--- src/rtl/mux_scan_controller.sv ---
// -----------------------------------------------------------------------------
// mux_scan_controller
//
// Sweeps the select lines of a downstream 4:1 mux across its four channels.
// Each channel is held for DWELL cycles. On the last cycle of each dwell the
// mux output is captured into one bit of cap. A completed sweep gives a
// one-cycle done pulse and sets cap_valid.
//
// Parameters
//   DWELL      select-hold cycles per channel, legal 1..15 (other values act as 1)
//
// Ports
//   clk        in   system clock, rising edge
//   rst        in   asynchronous active-high reset
//   start      in   sweep request, sampled in IDLE only
//   cont       in   continuous mode, sampled in DONE
//   mask [3:0] in   per-channel skip bits (only with MUX_SCAN_MASK_EN)
//   y          in   output of the downstream 4:1 mux
//   s1, s0     out  mux select MSB / LSB (always equal to the channel counter)
//   busy       out  high in SCAN and DONE
//   done       out  one-cycle pulse at sweep completion
//   cap [3:0]  out  captured mux output, bit n = channel n
//   cap_valid  out  cap holds a completed sweep
//
// Configuration
//   MUX_SCAN_MASK_EN  when defined, mask is latched at each sweep start and
//                     masked channels are skipped with zero cycles; their cap
//                     bit stays 0. If every channel is masked, SCAN is skipped
//                     and the FSM goes straight to DONE. When undefined, mask
//                     is ignored and all four channels are scanned.
// -----------------------------------------------------------------------------
module mux_scan_controller #(
  parameter int unsigned DWELL = 2
) (
  input  logic       clk,
  input  logic       rst,
  input  logic       start,
  input  logic       cont,
  input  logic [3:0] mask,
  input  logic       y,
  output logic       s1,
  output logic       s0,
  output logic       busy,
  output logic       done,
  output logic [3:0] cap,
  output logic       cap_valid
);

  // Out-of-range dwell values collapse to a single cycle per channel.
  localparam logic [3:0] DWELL_EFF  = (DWELL >= 1 && DWELL <= 15) ? DWELL[3:0] : 4'd1;
  localparam logic [3:0] DWELL_LAST = DWELL_EFF - 4'd1;

  typedef enum logic [1:0] {
    ST_IDLE = 2'd0,
    ST_SCAN = 2'd1,
    ST_DONE = 2'd2
  } state_t;

  state_t      state_q, state_d;
  logic [1:0]  ch_q, ch_d;
  logic [3:0]  dwell_q, dwell_d;
  logic [3:0]  cap_q, cap_d;
  logic        cap_valid_q, cap_valid_d;
  logic        busy_q, busy_d;
  logic        done_q, done_d;

  // Skip masks: start_skip_s applies to the channel chosen at a sweep start,
  // scan_skip_s to channel advances during a sweep.
  logic [3:0]  start_skip_s;
  logic [3:0]  scan_skip_s;
  logic [2:0]  first_s;
  logic [2:0]  next_s;

`ifdef MUX_SCAN_MASK_EN
  logic [3:0]  mask_q, mask_d;
  assign start_skip_s = mask;
  assign scan_skip_s  = mask_q;
`else
  logic        unused_mask_s;
  assign unused_mask_s = ^mask;
  assign start_skip_s  = 4'b0000;
  assign scan_skip_s   = 4'b0000;
`endif

  // Lowest non-skipped channel at index >= lo; result is {found, channel}.
  function automatic logic [2:0] find_chan(input logic [3:0] skip, input logic [2:0] lo);
    logic [2:0] r;
    r = 3'b000;
    for (int i = 3; i >= 0; i--) begin
      if (i >= int'(lo) && !skip[i]) begin
        r = {1'b1, i[1:0]};
      end
    end
    return r;
  endfunction

  assign first_s = find_chan(start_skip_s, 3'd0);
  assign next_s  = find_chan(scan_skip_s, {1'b0, ch_q} + 3'd1);

  // Next-state and datapath update for the sweep FSM.
  always_comb begin
    state_d     = state_q;
    ch_d        = ch_q;
    dwell_d     = dwell_q;
    cap_d       = cap_q;
    cap_valid_d = cap_valid_q;
`ifdef MUX_SCAN_MASK_EN
    mask_d      = mask_q;
`endif
    case (state_q)
      ST_IDLE: begin
        if (start) begin
`ifdef MUX_SCAN_MASK_EN
          mask_d = mask;
`endif
          cap_d   = 4'b0000;
          dwell_d = 4'd0;
          if (first_s[2]) begin
            state_d     = ST_SCAN;
            ch_d        = first_s[1:0];
            cap_valid_d = 1'b0;
          end else begin
            // Every channel masked: the sweep is complete immediately.
            state_d     = ST_DONE;
            cap_valid_d = 1'b1;
          end
        end else begin
          state_d = ST_IDLE;
        end
      end
      ST_SCAN: begin
        if (dwell_q == DWELL_LAST) begin
          cap_d[ch_q] = y;
          dwell_d     = 4'd0;
          if (next_s[2]) begin
            ch_d = next_s[1:0];
          end else begin
            state_d     = ST_DONE;
            cap_valid_d = 1'b1;
          end
        end else begin
          dwell_d = dwell_q + 4'd1;
        end
      end
      ST_DONE: begin
        if (cont) begin
`ifdef MUX_SCAN_MASK_EN
          mask_d = mask;
`endif
          // Old results stay until overwritten, except channels that this
          // sweep will skip, which must read 0.
          cap_d   = cap_q & ~start_skip_s;
          dwell_d = 4'd0;
          if (first_s[2]) begin
            state_d     = ST_SCAN;
            ch_d        = first_s[1:0];
            cap_valid_d = 1'b0;
          end else begin
            state_d     = ST_DONE;
            cap_valid_d = 1'b1;
          end
        end else begin
          state_d = ST_IDLE;
        end
      end
      default: begin
        state_d = ST_IDLE;
      end
    endcase

    busy_d = (state_d != ST_IDLE);
    done_d = (state_d == ST_DONE);
  end

  // State and output registers with asynchronous reset.
  always_ff @(posedge clk or posedge rst) begin
    if (rst) begin
      state_q     <= ST_IDLE;
      ch_q        <= 2'd0;
      dwell_q     <= 4'd0;
      cap_q       <= 4'b0000;
      cap_valid_q <= 1'b0;
      busy_q      <= 1'b0;
      done_q      <= 1'b0;
`ifdef MUX_SCAN_MASK_EN
      mask_q      <= 4'b0000;
`endif
    end else begin
      state_q     <= state_d;
      ch_q        <= ch_d;
      dwell_q     <= dwell_d;
      cap_q       <= cap_d;
      cap_valid_q <= cap_valid_d;
      busy_q      <= busy_d;
      done_q      <= done_d;
`ifdef MUX_SCAN_MASK_EN
      mask_q      <= mask_d;
`endif
    end
  end

  assign s1        = ch_q[1];
  assign s0        = ch_q[0];
  assign busy      = busy_q;
  assign done      = done_q;
  assign cap       = cap_q;
  assign cap_valid = cap_valid_q;

endmodule
--- config.mk ---
export PLATFORM = sky130hd
export DESIGN_NAME = mux_scan_controller
export DESIGN_NICKNAME = d
export VERILOG_FILES = /design/src/rtl/mux_scan_controller.sv
export SDC_FILE = /design/constraint.sdc
export NUM_CORES = 1
export LEC_CHECK = 0
export ABC_AREA = 0
export BUFFER_PORTS_ARGS = -buffer_cell sky130_fd_sc_hd__buf_2
export CAP_MARGIN = 20
export CORE_UTILIZATION = 45
export CTS_BUF_LIST = sky130_fd_sc_hd__clkbuf_8
export DETAILED_ROUTE_END_ITERATION = 10
export PLACE_DENSITY = 0.8
export SLEW_MARGIN = 20
export SYNTH_ARGS = -nofsm -noshare
export SYNTH_HDL_FRONTEND = slang
export SYNTH_SLANG_ARGS = --single-unit
--- constraint.sdc ---
create_clock -name clk -period 4.2 [get_ports clk]
set_clock_uncertainty 0.05 [all_clocks]
set_input_delay 0.42 -clock clk [delete_from_list [all_inputs] [get_ports clk]]
set_output_delay 0.42 -clock clk [all_outputs]
set_load 0.03 [all_outputs]
==> impl_results.md, run 1 <==
- Largest net degree at the start of global routing: 16
- Max-cap violations: 0
- Placed Area: 839.6 sq um
- GRT overflow: 0
- # IOs: 18
- Tmin final: 1693 ps
- Port bufs: 13
- Die height: 43.39 um
- Ant. Diodes: 0
- Ys flop type: dfrtp_1
- Fin area: a little under 900 sq um
- Post-CTS setup buffer count: 0
- Antenna violation net count after detailed routing: 0
- Share of cells above drive strength 1: 30.49%
- Internal Power: 0.3952 mW
- Post-synth EDFFs: 0
- GR Util met2: between 30 and 40%
- Failing checks: design-rule violations
- Final Max Slew Viols: 0
- Cell Count, Final, Fillers Out: 98
- Via count: 576
- Syn avg cell area: about 12 sq um
- Clock-pin slew on the worst setup and hold paths: 60 ps
- Largest family of logic cells by synthesized area: simple AND/OR/NAND/NOR gates
- Asr flop ratio synth: 100.0%
- Sequential fraction of the synthesis area: slightly below 50%
- Horiz. Die Dim: 43.39 um
- Commonest non-fill, non-tap cell in the layout: dfrtp_1
- CP Capture Type: flip-flop
- Hold buffer count at CTS: 0
- Sw frac: 41.49%
- Starting Density: between 40% and 50%
- Sw Pwr: between 0.2 and 0.3 mW
- XOR/XNOR Fraction of Synth Area: 0%
- Comb pwr share: 45.3%
- Clock share of power: 17.0%
- Placed insts: 94
- Layer carrying the most global-route usage: met2
- Post-Synth Simple-Gate Area: between 10% and 20%
- Static leakage power: 0.4759 nW
- Final #Nets: 98
- Mux cell area share after synthesis: under 10%
- DR pass1 iterations: 7
- Clock Path Buffers: 2
- Remaining DRCs: 2
- Req. time, crit path: ~4300 ps
- Area Growth Syn to Fin: 14.77%
- Final WL: 1451 um
- Worst VDD drop: 426.6 uV
- GP Congestion: 0.7425
- Synth Instances: 67
- GR Layer Usage met3: between 2 and 3%
- Fin util: 56.74%
- CTS tree: built
- CORE AREA: 1559 sq um
- Final setup violation count: 0
- Slew @ Worst Pin: 577.7 ps
- Complex-gate fraction of the synthesized area: about 10%
- HP Class: in -> async
- Critical path data arrival time: 1770 ps
- Adder and majority gate portion of the synthesized area: 9.740%
- Worst-Skew Late Latency: 250 ps
- Clk root buf: clkbuf_8
- Setup WS post-layout: 2507 ps
- First-pass GRT wire length: 2380 um
- Post-route clock period utilization: between 40 and 50%
- YS warnings: 0
- Unrepaired setup endpoints after global routing: false
- Gr usage total: between 10% and 20%
- Synth unique cells: 28
- Row cnt: 14
- Num CTS Buffers: 3
- Post-synthesis cell area: 770.7 sq um
- Setup crit start kind: flip-flop
- CP Class: reg -> reg
- 1st-iter DRT viols: 8
- #FFs+latches synth: 15
- Pwr dens: about 760 nW/um^2
- Status: complete, but fails checks
- Initial antenna violation count: 0
- Most frequent cells in the layout: dfrtp_1 (15), buf_2 (13), inv_1 (7)
- Vias/cell: 5.878
- HPWL after DPL: 1040 um
- Die area: 1882 sq um
- Syn Nets: 82
- Clock Sinks: 15
- # resized after CTS: 0
- Number of global-route vias before repair: 543
- Normalized max-slew margin: 61.44%
- Post-Place Worst Slack: 2505 ps
- Flop pwr share: 37.8%
- Setup TNS: 0 ps
- Met1 usage: roughly 22%
- Final hold violations: 0
- Worst Path Max Fanout: 6
- H-Tree Depth: 1
- DR WL/cell: about 15 um
- F_max: 590.7 MHz
==> synth_stat cells (all sizes together), types with 2 or more instances <==
| cell | count | area (sq um) |
|---|---|---|
| ha | 6 | 75.07 |
| a22o | 2 | 18.77 |
| mux2i | 4 | 40.04 |
| and3 | 3 | 20.02 |
| inv | 6 | 22.52 |
| nor2 | 4 | 15.01 |
| nor3 | 2 | 10.01 |
| nand3 | 4 | 20.02 |
| dfrtp | 15 | 375.4 |
| nand2 | 4 | 15.01 |
| o22ai | 2 | 12.51 |
==> layer usage <==
| layer | share of wire (%) | vias up |
|---|---|---|
| li1 | - | 265 |
| met1 | 42 | 294 |
| met2 | 53 | 12 |
| met3 | 2.5 | 5 |
| met4 | 2.1 | 0 |
| met5 | 0 | - |
==> path summary, 6_finish.rpt <==
kind / end / from / slack [ps] / cells past startpoint
max in group asynchronous: done / rst / 3550 / 2
min in group clk: cap[2] / y / 420 / 3
worst min register to register: cap_valid / cap_valid / 440 / 1
worst max register to register: ch_q[0] / ch_q[0] / 2510 / 4
worst min-delay path: state_q[0] / rst / 170 / 2
worst max-delay path: ch_q[0] / ch_q[0] / 2510 / 4
==> power by group through the flow <==
stage | logic [mW] | clock network [mW] | registers, mW
floorplan | 0.173 | 0 | 0.311
global placement | 0.291 | 0 | 0.251
detailed placement | 0.305 | 0 | 0.258
CTS | 0.309 | 0.116 | 0.255
global route | 0.335 | 0.120 | 0.263
finish | 0.306 | 0.115 | 0.255
==> layout make-up <==
cell class	instances	area, sq um
well taps	16	20.02
repair buffers	13	65.06
fillers	132	674.4
flip-flops and latches	15	375.4
clock buffers	3	41.29
inverters	6	22.52
clock inverters	1	3.754
multi-input cells	44	356.6
==> stage by stage <==
step,hold WS [ps],power [mW]
2_1_floorplan,271.5,0.4846
3_3_place_gp,423.6,0.5425
3_5_place_dp,431.0,0.5630
4_1_cts,188.0,0.6802
5_1_grt,233.5,0.7185
6_report,169.1,0.6754
==> worst max-delay path, stage by stage (launching register included) <==
cell and delay [ps]:
dfrtp_1 450, ha_1 260, nor4b_2 390, o22ai_1 160, a22o_1 270
==> flip-flops by register name (all words and copies together) (netlist names) <==
| name | count |
|---|---|
| busy | 1 |
| cap | 4 |
| cap_valid | 1 |
| ch_q | 2 |
| done | 1 |
| dwell_q | 4 |
| state_q | 2 |
==> cell families (layout without fill, tap and decap cells) <==
kind of cell               Yosys count  count (layout)
buffers and inverters                8              23
DFF                                 15              15
muxes                                5               5
and+or+nand+nor                     24              24
AOI/OAI and AO/OA                    9               9
adders and majority gates            6               6
(Power assumes the default switching activity.)
==> run 2: changes to the inputs <==
--- a/config.mk
+++ b/config.mk
@@ -5,13 +5,13 @@
 export SDC_FILE = /design/constraint.sdc
 export NUM_CORES = 1
 export LEC_CHECK = 0
-export ABC_AREA = 0
+export ABC_AREA = 1
 export BUFFER_PORTS_ARGS = -buffer_cell sky130_fd_sc_hd__buf_2
 export CAP_MARGIN = 20
 export CORE_UTILIZATION = 45
 export CTS_BUF_LIST = sky130_fd_sc_hd__clkbuf_8
 export DETAILED_ROUTE_END_ITERATION = 10
-export PLACE_DENSITY = 0.8
+export PLACE_DENSITY = 0.79
 export SLEW_MARGIN = 20
 export SYNTH_ARGS = -nofsm -noshare
 export SYNTH_HDL_FRONTEND = slang
==> constraint.sdc (replaced) <==
create_clock -name clk -period 1.7 [get_ports clk]
set_clock_uncertainty 0.05 [all_clocks]
set_input_delay 0.17 -clock clk [delete_from_list [all_inputs] [get_ports clk]]
set_output_delay 0.17 -clock clk [all_outputs]
set_load 0.03 [all_outputs]
==> impl_results.md, run 2 <==
- Post-Synth Simple-Gate Area: 33.54% (+14 points)
- Internal Power: 0.9372 mW (+140%)
- Top cells by count, synth: nand2_1 (26), dfrtp_1 (15), inv_1 (11)
- Placed insts: 134 (+43%)
- F_max: 732.6 MHz (+24%)
- Setup crit start kind: flip-flop
- Fillers: 157 (+19%)
- Tmin final: 1365 ps (-328.0 ps)
- GR Layer Usage met3: 2.449% (-0.051 points)
- Antenna violation net count after detailed routing: 0 (unchanged)
- Synth Instances: 96 (+43%)
- Total power: 1.735 mW (+160%)
- Status: complete, no violations
- Worst-Skew Late Latency: 250 ps (about the same)
- CP Class: reg -> reg
- GRT overflow: 0 (unchanged)
- Commonest non-fill, non-tap cell in the layout: nand2_1
- GP Congestion: 0.8360 (+13%)
- Largest net degree at the start of global routing: 16 (unchanged)
- Leading area contributor after synthesis: dfrtp_1
- Clock share of power: 16.3% (-0.7 points)
- Normalized max-slew margin: 63.03% (+1.6 points)
- Num CTS Buffers: 3 (unchanged)
- Most frequent cells in the layout: nand2_1 (26), dfrtp_1 (15), buf_2 (13)
- DR pass1 iterations: 4 (-3)
- Flop2flop setup slack: 340 ps (-2170 ps)
- Clock-pin slew on the worst setup and hold paths: 60 ps (about the same)
- Post-Place Worst Slack: 338.5 ps (-2166 ps)
- Die area: 1990 sq um (+5.7%)
- # IOs: 18 (unchanged)
- Ant. Diodes: 0 (unchanged)
- Unrepaired setup endpoints after global routing: false
- Comb pwr share: 48.5% (+3.2 points)
- Remaining DRCs: 0 (-2)
- Dominant cells by area after synthesis: dfrtp_1 (46%), nand2_1 (12%), ha_1 (9.2%)
- Sequential fraction of the synthesis area: 45.94% (-2.8 points)
- DR WL/cell: 10.45 um (-29%)
- Met1 usage: 22.19% (+0.28 points)
- Via count: 663 (+15%)
- Multi-input logic area: 392.9 sq um (+10%)
- Row cnt: 15 (+1)
- Cell Count, Final, Fillers Out: 139 (+42%)
- FF+latch area: 375.4 sq um (unchanged)
- Max-cap violations: 0 (unchanged)
- Complex-gate fraction of the synthesized area: 3.216% (-6.8 points)
- HPWL after DPL: 1102 um (+6.0%)
- Mux cell area share after synthesis: 0% (-6.7 points)
- Final Max Slew Viols: 0 (unchanged)
- Hold_ws: 135.6 ps (-33.50 ps)
- CTS tree: built
- Share of cells above drive strength 1: 21.93% (-8.6 points)
- GR Util met2: 25.29% (-5.6 points)
- Initial antenna violation count: 0 (unchanged)
- Final #Nets: 130 (+33%)
- 1st-iter DRT viols: 15 (+7)
- Pwr dens: 1791 nW/um^2 (+130%)
- Final hold violations: 0 (unchanged)
- Post-synth EDFFs: 0 (unchanged)
- Area Growth Syn to Fin: 18.53%
- Gr usage total: 17.08% (-1.2 points)
- Clock Path Buffers: 2 (unchanged)
- Sw Pwr: 0.7975 mW (+180%)
- Flop pwr share: 35.2% (-2.6 points)
- HP Class: in -> reg
- Starting Density: 47.84% (-1.6 points)
- Worst VDD drop: 942.3 uV (+120%)
- Req. time, crit path: 1790 ps (-2490 ps)
- Adder and majority gate portion of the synthesized area: 9.188% (-0.55 points)
- Layer carrying the most global-route usage: met2
- Setup TNS: 0 ps (unchanged)
- Port bufs: 13 (unchanged)
- Slew @ Worst Pin: 554.0 ps (-23.71 ps)
- XOR/XNOR Fraction of Synth Area: 2.144% (+2.1 points)
- CORE AREA: 1708 sq um (+9.6%)
- First-pass GRT wire length: 2428 um (+2.0%)
- Final WL: 1453 um (+0.14%)
- Die height: 44.61 um (+2.8%)
- Top-area cell type share of the netlist area: 45.94% (-2.8 points)
- Final setup violation count: 0 (unchanged)
- #FFs+latches synth: 15 (unchanged)
- Syn Nets: 111 (+35%)
- Syn avg cell area: 8.511 sq um (-26%)
- Ys flop type: dfrtp_1
- Asr flop ratio synth: 100.0% (unchanged)
- CP Capture Type: flip-flop
- Post-synthesis cell area: 817.0 sq um (+6.0%)
- Clock Sinks: 15 (unchanged)
- Clk root buf: clkbuf_8
- Horiz. Die Dim: 44.61 um (+2.8%)
- Largest family of logic cells by synthesized area: simple AND/OR/NAND/NOR gates
- Vias/cell: 4.770 (-19%)
- Post-CTS setup buffer count: 0 (unchanged)
- Post-route clock period utilization: 80.29% (+40 points)
- Critical path data arrival time: 1460 ps (-310 ps)
- Sw frac: 45.97% (+4.5 points)
- Synth unique cells: 14 (-50%)
- H-Tree Depth: 1 (unchanged)
- YS warnings: 0 (unchanged)
- # resized after CTS: 0 (unchanged)
- Worst Path Max Fanout: 7 (+1)
- Static leakage power: 0.5310 nW (+12%)
- Number of global-route vias before repair: 586 (+7.9%)
- Most numerous cell in the Yosys netlist: nand2_1
- Setup WS post-layout: 335.1 ps (-2172 ps)
[run 2: cell types whose count changed after synthesis, sizes merged, moves of 2 or more]
cell   previous run  this run
o21ai             0         4
nor2              4         9
nand2             4        31
nand4             0         5
mux2i             4         0
nor3              2         0
nand3             4        10
and3              3         0
inv               6        13
a22o              2         0
xor2              0         2
[run 2: worst max-delay path, stage by stage (launching register included)]
cell and delay [ps]:
dfrtp_1 400, inv_1 90, ha_1 160, nand2_2 130
nand2_1 210, nand3_1 110, nand2_1 70, nand2_1 50
[run 2: final timing paths]
path                       startpoint    endpoint  cells after the start
max in group asynchronous         rst        done                      3
min reg2reg                    cap[2]      cap[2]                      2
min in group asynchronous         rst  state_q[0]                      3
max reg2reg                dwell_q[1]      cap[3]                      7
max                        dwell_q[1]      cap[3]                      7
min                                 y      cap[3]                      3
[run 2: final cells by class]
cell class,instances,share of cell area [%]
well taps,25,3.230
flip-flops and latches,15,38.76
clock buffers,3,4.264
clock inverters,1,0.3876
multi-input cells,68,40.57
inverters,13,5.039
repair buffers,14,7.752
[run 2: logic make-up after synthesis]
group | count (synthesis)
AO/OA/AOI/OAI | 5
XOR/XNOR | 2
adder cells (fa/ha/maj) | 6
buffers and inverters | 13
flip-flops | 15
AND/OR/NAND/NOR | 55
[run 2: timing repair]
action,4_1_cts,5_1_grt
endpoints found under the setup margin,0,0
hold buffers,1,0
endpoints found under the hold margin,15,0
[run 2: layer usage]
layer	up-vias	share of wire, %
met5	-	0
met4	0	3.0
met3	5	5.4
met2	20	45
met1	296	46
li1	342	-
[run 2: metrics by stage]
| stage | instance area (sq um) | util [%] |
|---|---|---|
| after floorplan | 817.0 | - |
| after global placement | 913.4 | 53.48 |
| after detailed placement | 913.4 | 53.48 |
| after CTS | 968.4 | 56.70 |
| after global routing | 968.4 | 56.70 |
| final | 968.4 | 56.70 |
[run 2: power groups by stage]
| stage | Combinational (mW) | Clock [mW] | Sequential [mW] |
|---|---|---|---|
| 2_1_floorplan | 0.494 | 0 | 0.762 |
| 3_3_place_gp | 0.818 | 0 | 0.609 |
| 3_5_place_dp | 0.845 | 0 | 0.619 |
| 4_1_cts | 0.850 | 0.290 | 0.613 |
| 5_1_grt | 0.945 | 0.302 | 0.628 |
| 6_report | 0.841 | 0.282 | 0.611 |
==> run 3: changes to the inputs <==
--- a/config.mk
+++ b/config.mk
@@ -5,13 +5,13 @@
 export SDC_FILE = /design/constraint.sdc
 export NUM_CORES = 1
 export LEC_CHECK = 0
-export ABC_AREA = 1
+export ABC_AREA = 0
 export BUFFER_PORTS_ARGS = -buffer_cell sky130_fd_sc_hd__buf_2
 export CAP_MARGIN = 20
 export CORE_UTILIZATION = 45
 export CTS_BUF_LIST = sky130_fd_sc_hd__clkbuf_8
 export DETAILED_ROUTE_END_ITERATION = 10
-export PLACE_DENSITY = 0.79
+export PLACE_DENSITY = 0.8
 export SLEW_MARGIN = 20
 export SYNTH_ARGS = -nofsm -noshare
 export SYNTH_HDL_FRONTEND = slang
==> constraint.sdc (replaced) <==
create_clock -name clk -period 1.4 [get_ports clk]
set_clock_uncertainty 0.05 [all_clocks]
set_input_delay 0.14 -clock clk [delete_from_list [all_inputs] [get_ports clk]]
set_output_delay 0.14 -clock clk [all_outputs]
set_load 0.03 [all_outputs]
==> impl_results.md, run 3 (synthesis gave the netlist of run 1 again) <==
- Status: complete, but fails checks
- Failing checks: negative setup slack
- HPWL after DPL: 1144 um (+3.8%)
- Critical-path cell list: inv_1 > ha_2 > nor3b_4 > and3_4 > mux2i_2
- Max-cap violations: 0 (unchanged)
- Final setup violation count: 6 (+6)
- Starting Density: 49.44% (+1.6 points)
- Share of cells above drive strength 1: 46.81% (+25 points)
- DR WL/cell: 14.38 um (+38%)
- Critical path data arrival time: 1560 ps (+100 ps)
- Hold_sp: y
- Setup crit start kind: flip-flop
- Clock Sinks: 15 (unchanged)
- Normalized max-slew margin: 62.91% (-0.11 points)
- Placed insts: 102 (-24%)
- HP Class: in -> reg
- Worst-Skew Late Latency: 250 ps (about the same)
- RR Startpoint: dwell_q[1]
- Crit path from: dwell_q[1]
- Initial antenna violation count: 0 (unchanged)
- 1st-iter DRT viols: 10 (-5)
- Cell Count, Final, Fillers Out: 110 (-21%)
- Worst r2r dst: cap[3]
- Flop pwr share: 32.7% (-2.5 points)
- Sw frac: 39.83% (-6.1 points)
- Clk root buf: clkbuf_8
- Pwr dens: 2249 nW/um^2 (+26%)
- Cell family with the largest share of critical-path delay: simple AND/OR/NAND/NOR gates
- Row cnt: 14 (-1)
- Gr usage total: 19.45% (+2.4 points)
- Worst Path Max Fanout: 4 (-3)
- Hold_ws: 170.4 ps (+34.79 ps)
- First-pass GRT wire length: 2518 um (+3.7%)
- Port bufs: 13 (unchanged)
- Final WL: 1582 um (+8.9%)
- Tmin final: 1455 ps (+90.55 ps)
- Horiz. Die Dim: 43.39 um (-2.7%)
- Antenna violation net count after detailed routing: 0 (unchanged)
- Worst hold path endpoint: cap[0]
- Vias/cell: 5.327 (+12%)
- DR pass1 iterations: 4 (unchanged)
- Worst path bufs/invs: 1 (unchanged)
- Num CTS Buffers: 3 (unchanged)
- Unrepaired setup endpoints after global routing: true
- Hold Path Cell Cnt: 3 (unchanged)
- H-Tree Depth: 1 (unchanged)
- Ant. Diodes: 0 (unchanged)
- Post-Place Worst Slack: -126.8 ps (-465.3 ps)
- Final #Nets: 110 (-15%)
- Clock-pin slew on the worst setup and hold paths: 60 ps (about the same)
- Sw Pwr: 0.9144 mW (+15%)
- # IOs: 18 (unchanged)
- Crit-path max cell delay: 370 ps (-30 ps)
- Worst VDD drop: 1089 uV (+16%)
- Final hold violations: 0 (unchanged)
- CORE AREA: 1559 sq um (-8.7%)
- Remaining DRCs: 0 (unchanged)
- Fillers: 123 (-22%)
- GRT overflow: 0 (unchanged)
- CTS tree: built
- Internal Power: 1.382 mW (+47%)
- Static leakage power: 0.5376 nW (+1.2%)
- Die height: 43.39 um (-2.7%)
- Flop2flop setup slack: -60 ps (-390 ps)
- Final Max Slew Viols: 0 (unchanged)
- CP Capture Type: flip-flop
- CP Class: reg -> reg
- Setup WS post-layout: -55.45 ps (-390.5 ps)
- Area Growth Syn to Fin: 32.47%
- Crit-path slowest cell: dfrtp_1
- Number of global-route vias before repair: 577 (-1.5%)
- Clock Path Buffers: 2 (unchanged)
- Most frequent cells in the layout: dfrtp_1 (13), buf_2 (13), buf_4 (11)
- Post-route clock period utilization: 104.0% (+24 points)
- FF-to-FF path depth: 5 (-2)
- F_max: 687.1 MHz (-6.2%)
- Req. time, crit path: 1500 ps (-290 ps)
- Via count: 586 (-12%)
- Clock share of power: 14.9% (-1.4 points)
- Comb pwr share: 52.4% (+3.9 points)
- Largest net degree at the start of global routing: 16 (unchanged)
- GP Congestion: 0.7843 (-6.2%)
- Die area: 1882 sq um (-5.4%)
- Slew @ Worst Pin: 555.7 ps (+1.706 ps)
run 3: changes by cell type in the layout (fill, tap and decap cells not counted), sizes merged, moves of 3 or more:
| cell | delta |
|---|---|
| and3 | +3 |
| nand3 | -6 |
| nand2 | -27 |
| o21ai | -4 |
| buf | +11 |
| inv | -7 |
| mux2i | +4 |
| nor2 | -5 |
| nand4 | -5 |
run 3: final cells by class:
type / count / area, sq um / area share [%]
Inverter: 6 / 22.52 / 2.206
Tap cell: 16 / 20.02 / 1.961
Timing Repair Buffer: 25 / 157.7 / 15.44
Clock inverter: 1 / 3.754 / 0.3676
Clock buffer: 3 / 41.29 / 4.044
Multi-Input combinational cell: 44 / 397.9 / 38.97
Sequential cell: 15 / 377.9 / 37.01
run 3: per-layer routing:
| metal | vias to the layer above | track usage (%) | part of all wire [%] |
|---|---|---|---|
| met5 | - | 0 | 0 |
| met4 | 0 | 11.88 | 1.8 |
| met3 | 4 | 5.833 | 2.7 |
| met2 | 13 | 31.52 | 51 |
| met1 | 282 | 22.68 | 44 |
| li1 | 287 | - | - |
run 3: repair_timing:
| item | in CTS | in global routing |
|---|---|---|
| gates resized for setup | 4 | 2 |
| pin swaps | 1 | 4 |
| hold endpoints to repair | 15 | 0 |
| setup buffers | 1 | 2 |
| hold buffers | 1 | 0 |
| setup endpoints to repair | 3 | 11 |
run 3: how the worst max path moves through the flow:
stage                         end  cells past startpoint
after floorplan           ch_q[0]                      4
after detailed placement   cap[3]                      5
after CTS                  cap[3]                      5
after global routing       cap[3]                      5
final                      cap[3]                      5
after global placement     cap[3]                      5
run 3: power by group through the flow:
stage / logic [mW] / registers [mW] / clock network (mW)
floorplan: 0.543 / 0.959 / 0
global placement: 1.08 / 0.745 / 0
detailed placement: 1.12 / 0.754 / 0
CTS: 1.16 / 0.749 / 0.348
global route: 1.31 / 0.769 / 0.367
finish: 1.20 / 0.751 / 0.342
run 3: tightest hold or removal path, delay by kind of cell:
kind,cells,cell delay [ps]
mux,1,130
buf+inv,2,150
run 3: per-stage QoR:
step	utilization, %	setup TNS, ps	total power, mW	cell area [sq um]
6_report	65.49	-197.0	2.296	1021
5_1_grt	65.49	-886.1	2.445	1021
4_1_cts	64.21	-86.50	2.257	1001
3_5_place_dp	59.23	-126.8	1.874	923.4
3_3_place_gp	59.23	-29.49	1.822	923.4
2_1_floorplan	-	-68.70	1.503	794.5
